## config.mk

```make
export PLATFORM = sky130hd
export DESIGN_NAME = image_writer
export DESIGN_NICKNAME = d
export VERILOG_FILES = /design/src/rtl/image_pkg.sv /design/src/rtl/rgb565_packer.sv /design/src/rtl/image_writer.sv
export SDC_FILE = /design/constraint.sdc
export NUM_CORES = 1
export LEC_CHECK = 0
export CORE_AREA = 2 2 77 79
export CTS_BUF_LIST = sky130_fd_sc_hd__clkbuf_4
export CTS_CLUSTER_DIAMETER = 30
export DETAILED_ROUTE_END_ITERATION = 7
export DIE_AREA = 0 0 79 81
export GPL_TIMING_DRIVEN = 0
export PLACE_DENSITY = 0.93
export SLEW_MARGIN = 20
export SYNTH_ARGS = -nofsm -noshare
export SYNTH_HDL_FRONTEND = slang
export SYNTH_SLANG_ARGS = --single-unit
```

## constraint.sdc

```tcl
create_clock -name clk -period 3.7 [get_ports clk]
set_input_delay 0.74 -clock clk [delete_from_list [all_inputs] [get_ports clk]]
set_output_delay 0.74 -clock clk [all_outputs]
set_load 0.02 [all_outputs]
```

## src/rtl/image_pkg.sv

```systemverilog
// Shared definitions for the image receive path: frame geometry, chunk size,
// UART protocol bytes and the writer state encoding.
package image_pkg;

  localparam int IMG_WIDTH  = 128;
  localparam int IMG_HEIGHT = 128;
  localparam int CHUNK_SIZE = 256;

  localparam logic [7:0] PROTO_SOH = 8'h01;
  localparam logic [7:0] PROTO_ACK = 8'h06;
  localparam logic [7:0] PROTO_ETX = 8'h03;
  localparam logic [7:0] PROTO_SYN = 8'h16;

  typedef enum logic [1:0] {
    ST_IDLE    = 2'd0,
    ST_RECEIVE = 2'd1,
    ST_DONE    = 2'd2
  } state_t;

endpackage

```

## src/rtl/rgb565_packer.sv

```systemverilog
// Pairs incoming bytes into RGB565 pixels: the first byte of a pair is held as
// the high byte, and phase tells the caller that the current byte completes a pixel.
module rgb565_packer (
  input  logic        clk,
  input  logic        reset,
  input  logic        clear,
  input  logic        byte_valid,
  input  logic [7:0]  data_in,
  output logic        phase,
  output logic [15:0] pixel
);

  logic [7:0] high_byte;

  // A clear drops any dangling high byte so the next byte starts a fresh pixel.
  always_ff @(posedge clk) begin
    if (reset || clear) begin
      phase     <= 1'b0;
      high_byte <= 8'h00;
    end else if (byte_valid) begin
      phase <= ~phase;
      if (!phase) begin
        high_byte <= data_in;
      end
    end
  end

  assign pixel = {high_byte, data_in};

endmodule

```

## src/rtl/image_writer.sv

```systemverilog
// Turns the received UART byte stream into RGB565 frame-buffer writes and
// tracks frame completion, overflow and short frames for the display side.
module image_writer #(
  parameter int IMG_WIDTH  = image_pkg::IMG_WIDTH,
  parameter int IMG_HEIGHT = image_pkg::IMG_HEIGHT,
  parameter int ADDR_W     = 14
) (
  input  logic              clk,
  input  logic              reset,
  input  logic [7:0]        data_in,
  input  logic              data_valid,
  input  logic              image_start,
  input  logic              image_end,
  input  logic              chunk_complete,
  input  logic              frame_ack,
  output logic              wr_en,
  output logic [ADDR_W-1:0] wr_addr,
  output logic [15:0]       wr_data,
  output logic              frame_ready,
  output logic              busy,
  output logic              overflow,
  output logic              short_frame,
  output logic [ADDR_W:0]   pixel_count,
  output logic [7:0]        chunk_count
);

  import image_pkg::*;

  localparam int              FRAME_PIXELS = IMG_WIDTH * IMG_HEIGHT;
  localparam logic [ADDR_W:0] FRAME_FULL   = (ADDR_W + 1)'(FRAME_PIXELS);

  state_t      state;
  state_t      next_state;
  logic        receiving;
  logic        frame_full;
  logic        byte_accept;
  logic        packer_clear;
  logic        phase;
  logic [15:0] pixel;

  assign receiving    = (state == ST_RECEIVE);
  assign frame_full   = (pixel_count == FRAME_FULL);
  assign busy         = receiving;

  // Control strobes take priority over a byte arriving in the same cycle.
  assign byte_accept  = receiving && data_valid && !image_start && !image_end;
  assign packer_clear = image_start || (receiving && image_end);

  rgb565_packer u_packer (
    .clk        (clk),
    .reset      (reset),
    .clear      (packer_clear),
    .byte_valid (byte_accept && !frame_full),
    .data_in    (data_in),
    .phase      (phase),
    .pixel      (pixel)
  );

  always_ff @(posedge clk) begin
    if (reset) begin
      state <= ST_IDLE;
    end else begin
      state <= next_state;
    end
  end

  always_comb begin
    next_state = state;
    case (state)
      ST_IDLE: begin
        if (image_start) next_state = ST_RECEIVE;
      end
      ST_RECEIVE: begin
        if (image_start)    next_state = ST_RECEIVE;
        else if (image_end) next_state = ST_DONE;
      end
      ST_DONE: begin
        if (image_start)    next_state = ST_RECEIVE;
        else if (frame_ack) next_state = ST_IDLE;
      end
      default: next_state = ST_IDLE;
    endcase
  end

  // Write address is taken from pixel_count so it can never pass the last pixel.
  always_ff @(posedge clk) begin
    if (reset) begin
      wr_en       <= 1'b0;
      wr_addr     <= '0;
      wr_data     <= 16'h0000;
      frame_ready <= 1'b0;
      overflow    <= 1'b0;
      short_frame <= 1'b0;
      pixel_count <= '0;
      chunk_count <= 8'h00;
    end else begin
      wr_en <= 1'b0;
      if (image_start) begin
        wr_addr     <= '0;
        frame_ready <= 1'b0;
        overflow    <= 1'b0;
        short_frame <= 1'b0;
        pixel_count <= '0;
        chunk_count <= 8'h00;
      end else if (receiving) begin
        if (image_end) begin
          frame_ready <= 1'b1;
          short_frame <= (pixel_count < FRAME_FULL);
        end else if (data_valid) begin
          if (frame_full) begin
            overflow <= 1'b1;
          end else if (phase) begin
            wr_en       <= 1'b1;
            wr_addr     <= pixel_count[ADDR_W-1:0];
            wr_data     <= pixel;
            pixel_count <= pixel_count + 1'b1;
          end
        end
        if (chunk_complete) begin
          chunk_count <= chunk_count + 8'd1;
        end
      end else if (state == ST_DONE && frame_ack) begin
        frame_ready <= 1'b0;
      end
    end
  end

endmodule

```

# --- After elaboration in Yosys (flattened, before gate mapping) ---
# Index checks and enable logic that the tools add are counted.
totals:
  ff_bits: 68
  in_bits: 15
  out_inout_bits: 58
  word_cells: 60
classes:
  add_sub_neg: 2
  n_lt_le_gt_ge: 1
  eq_ne: 7
  n_mux: 10
  bitwise: 6
  n_reduce_logical: 23
op_table:
  columns: ["operator", "n"]
  rows:
  - ["15-bit by 1-bit adder with 15-bit output (second input constant)", 1]
  - ["15-bit equality test (second input constant)", 1]
  - ["15-bit less-than comparator (second input constant)", 1]
  - ["2-bit two-way mux", 5]
  - ["8-bit by 1-bit adder with 8-bit output (second input constant)", 1]
  - ["2-bit AND reduction", 4]
  - ["1-bit logical AND", 6]
  - ["3-bit != test (second input constant)", 2]
  - ["1-bit NOT", 6]
  - ["2-bit one-hot mux with 3 select lines", 1]
  - ["6-bit AND reduction", 1]
  - ["6-bit OR reduction", 1]
  - ["5-bit AND reduction", 1]
  - ["1-bit two-way mux", 4]
  - ["2-bit != test (second input constant)", 2]
  - ["4-bit AND reduction", 1]
  - ["1-bit logical NOT", 3]
  - ["3-bit AND reduction", 1]
  - ["2-bit by 1-bit equality test with 1-bit output (second input constant)", 1]
  - ["2-bit equality test (second input constant)", 1]
  - ["2-bit logical NOT", 1]
  - ["1-bit logical OR", 2]
  - ["2-bit nonzero test", 1]
  - ["2-bit OR reduction", 1]

# --- Depth between registers and ports, before layout ---
depth:
  depth_word: 6
  ltp_mapped: 7
  ltp_nobuf: 6

# --- Modules after synthesis ---
# A second synthesis with hierarchy kept.
hier_totals:
  cells_unflattened: 342
  area_unflattened_um2: 3021.6
by_module_without_submodules:
  columns: ["mod", "n_inst", "cells_per_inst", "area_per_inst_um2", "seq_area_each_um2"]
  rows:
  - ["image_writer", 1, 293, 2636.3, 1181.1]
  - ["rgb565_packer", 1, 49, 385.4, 180.2]

# --- Worst setup path before layout ---
# No wires, ideal clock.
synth_path:
  path_type: "input to register"
  start: "input port reset"
  end: "register u_packer.high_byte[6]"
  setup_ns: 0.069
  t_arrival_ns: 2.025
  required_time_ns: 3.631
  slack_ns: 1.606
  stages: 7
  n_path_buf: 3
  cell_sequence: "clkbuf_1 > or2_2 > clkbuf_1 > nor2_2 > clkbuf_1 > nand4_1 > o21ai_1"
synth_between:
  elab_chain_cells: 1
synth_rtl:
  columns: ["item", "line", "text"]
  rows:
  - ["start: declaration", "image_writer.sv:9", "input logic reset,"]
  - ["1-bit logical OR", "rgb565_packer.sv:17", "if (reset || clear) begin"]
  - ["end signal: assignment", "rgb565_packer.sv:23", "high_byte <= data_in;"]
  - ["end: declaration", "rgb565_packer.sv:13", "logic [7:0] high_byte;"]
# No other way between the ends.
# A chain may end at the register's enable or synchronous reset.

# --- Final worst setup path ---
layout_path:
  start: "input port image_start"
  end: "register u_packer.high_byte[0]"
layout_between:
  elab_chain_cells: 5
  word_cells_on_any_way: 7
  cone_classes: "reduce/logical: 7"
layout_rtl:
  columns: ["item", "line", "text"]
  rows:
  - ["start: declaration", "image_writer.sv:12", "input logic image_start,"]
  - ["1-bit logical NOT", "image_writer.sv:46", "assign byte_accept = receiving && data_valid && !image_start && !image_end;"]
  - ["1-bit logical AND (2 in series)", "image_writer.sv:46", null]
  - ["1-bit logical AND", "image_writer.sv:53", ".byte_valid (byte_accept && !frame_full),"]
  - ["2-bit AND reduction (no source line)", null, null]
# Several ways; a longest one is shown, not always the timed one.

==> results by group <==
Routing
  • Vias/cell: 5.498
  • Drt initial violations: 232
  • Highest routed layer: met4
  • Drt pass-1 iters: 4
  • Wl on met1: 3.210 mm
  • Via Count: 2738
  • Wirelength per Cell: 14.68 µm
  • Final ANT Viol Nets: 0
  • Met3 wire length: 451 µm
  • # DRC: 0
  • Total wire length: 7.310 mm
  • Met2 wire length: 3.455 mm

Global routing
  • Vias in the first global route: 2550
  • Overflow after GRT: 0
  • GRT Util Overall: 0.2350
  • Largest net degree at the start of global routing: 13
  • Initial antenna violation count: 0
  • Global-route wire length before repair: 11.70 mm

Timing
  • Slew headroom: 0.4123
  • Setup violators final: 0
  • Final WS setup: 1.127 ns
  • Unrepaired setup endpoints after global routing: no
  • Pins Over Slew Limit: 0
  • Final min period: 2.573 ns
  • Final hold violations: 0
  • Worst-margin pin slew: 0.8748 ns
  • Fmax: 0.3887 GHz
  • Min Hold Slack: 0.4629 ns
  • Setup Total Neg Slack: 0 ns
  • Final Cycle Share: 0.6953
  • Worst-case clock skew: 0.01151 ns

Pwr
  • Leak: 1.269 nW
  • Pwr Density: 326.4 mW/mm²
  • Final Total Pwr: 1.279 mW
  • Worst IR Drop VDD: 238.1 µV

Synthesis
  • Multiplexer share of the synthesized area: 0.08739
  • Post-Synth Adder-Cell Area: 0.01261
  • Synth Area in Simple Gates: 0.2786
  • Post-synth EDFFs: 0
  • Synth Area in Compound Gates: 0.08739
  • Avg Synthesized Cell Area: 8.863 µm²
  • Primary FF master, synth: dfxtp_1
  • Share of flip-flops with an asynchronous set or reset: 0
  • Synth Area in XOR/XNOR: 0.03235
  • Synth Register Bits: 68
  • Post-synth net total: 354
  • Synthesized area: 0.002978 mm²
  • Count of different cell masters after synthesis: 39
  • Post-synthesis sequential area ratio: 0.4571
  • Yosys warns: 0
  • Post-Syn Instances: 336
  • Largest family of logic cells by synthesized area: simple AND/OR/NAND/NOR gates

Clock network
  • Clk_lat worst skew: 0.42 ns
  • H-tree depth: 3
  • Total CTS buffers: 9
  • Post-CTS Resized: 0
  • Post-CTS setup buffers: 0
  • Clock sink count: 68
  • CTS root buf: clkbuf_4
  • Post-CTS Hold Fix Bufs: 0
  • Register clock-pin slew on the reported worst setup and hold paths: 0.10 ns
  • Longest Clk Path Bufs: 2
  • CTS tree: yes

Critical path
  • Startpoint types: primary input
  • R2R setup slack: 1.55 ns
  • WP data arrival: 2.91 ns
  • Critical path peak fanout: 10
  • Critical path required time: 4.03 ns
  • Reg2Reg Capture Point: u_packer.high_byte[0]
  • Kind of critical path: in2reg
  • Reg2reg start: pixel_count[0]
  • Worst R2R Path Depth: 7
  • Setup crit end kind: flop

Placed design
  • Place WS: 0.8311 ns
  • IO Port Bufs: 71
  • Area post-placement: 0.003782 mm²
  • Final Wtd Congestion: 0.8196
  • Hpwl dp: 5.180 mm
  • Placed cells: 482

Final layout
  • Nets: 436
  • Leading cell types in the layout, fill and taps excluded: 71 x clkdlybuf4s50_1, 68 x dfxtp_1, 37 x nand2_1
  • Final Non-Filler Cells: 498
  • Share of cells above drive strength 1: 0.05910
  • Util after Layout: 0.6903
  • P&R area growth vs syn: 31.55%
  • ANT cells: 0
  • Most common cell after layout, fill and taps aside: clkdlybuf4s50_1
  • Fin area: 0.003918 mm²

Die
  • Die Y: 81 µm
  • Row count: 28
  • Die area: 0.006399 mm²
  • Core area: 0.005675 mm²
  • Initial core utilization: 0.5247
  • # IOs: 73
  • Die width: 79 µm

Min path
  • Hold depth: 2
  • WHS Endpoint: u_packer.high_byte[6]
  • Min-Delay Path Class: reg2reg
  • Hold Crit Start: u_packer.high_byte[6]

Status
  • Run status: finished, final reports clean

Job
  • Max_cap viols: 0
[Yosys cell counts, types with 2 or more instances]
cell type	number	area, µm²
nand3_1	11	55.05
o21ai_0	23	115.1
buf_6	3	33.78
clkbuf_1	15	56.30
or2_1	2	12.51
a21oi_1	20	100.1
and3_1	2	12.51
o31ai_1	2	15.01
nand2b_1	32	200.2
nand4_1	14	87.58
nor2_1	19	71.32
and3b_1	2	17.52
or3_1	7	43.79
nand2_1	37	138.9
ha_1	3	37.54
xor2_1	4	35.03
inv_1	8	30.03
mux2i_1	26	260.3
nor4b_1	2	17.52
or4_1	2	15.01
nor2_2	2	12.51
dfxtp_1	68	1361
xnor2_1	7	61.31
nor3_1	7	35.03
and4_1	2	17.52
nor4_1	3	18.77
[flip-flops by register name, indices dropped and copies added (netlist names)]
signal              count
chunk_count             8
frame_ready             1
overflow                1
pixel_count            15
short_frame             1
state                   2
u_packer.high_byte      8
u_packer.phase          1
wr_addr                14
wr_data                16
wr_en                   1
[kinds of logic (layout without fill, tap and decap cells)]
| group | count (synthesis) | in the layout |
|---|---|---|
| AO/OA/AOI/OAI | 49 | 49 |
| XOR/XNOR | 11 | 11 |
| adder cells (fa/ha/maj) | 3 | 3 |
| buffers and inverters | 28 | 115 |
| flip-flops | 68 | 68 |
| multiplexers | 26 | 26 |
| AND/OR/NAND/NOR | 151 | 151 |
[metal layers]
layer,vias up,global-route usage
met3,18,0.05778
met1,1295,0.2905
li1,1330,-
met5,-,0
met4,0,0.1155
met2,95,0.3856
[report_power, final]
group / switching (mW) / internal, mW
clock: 0.270 / 0.202
sequential: 0.00147 / 0.734
combinational: 0.0381 / 0.0327
total: 0.310 / 0.969
[worst max-delay path by stage]
stage                     start                    end  slack [ns]  cells past startpoint
detailed placement  image_start  u_packer.high_byte[3]        0.83                      7
global route        image_start  u_packer.high_byte[0]        0.95                      7
global placement    image_start  u_packer.high_byte[2]        0.88                      7
CTS                 image_start  u_packer.high_byte[0]        1.17                      7
finish              image_start  u_packer.high_byte[0]        1.13                      7
floorplan                 reset  u_packer.high_byte[6]        1.61                      7
[worst max-delay path: stages]
cell and delay, ns:
clkdlybuf4s50_1 0.58, or2_2 0.36, clkbuf_1 0.22, nor2_2 0.34
clkbuf_1 0.36, nand4_1 0.16, o21ai_0 0.14
[layout make-up]
cell class,count,area [µm²]
buffer,20,102.6
clock buffer,9,67.56
clock inverter,7,67.56
fill,451,1758
inverter,8,30.03
multi-input combinational,240,1484
sequential,68,1361
tap,75,93.84
timing repair buffer,71,710.7
Note: power is estimated with default switching activity, not from simulation.
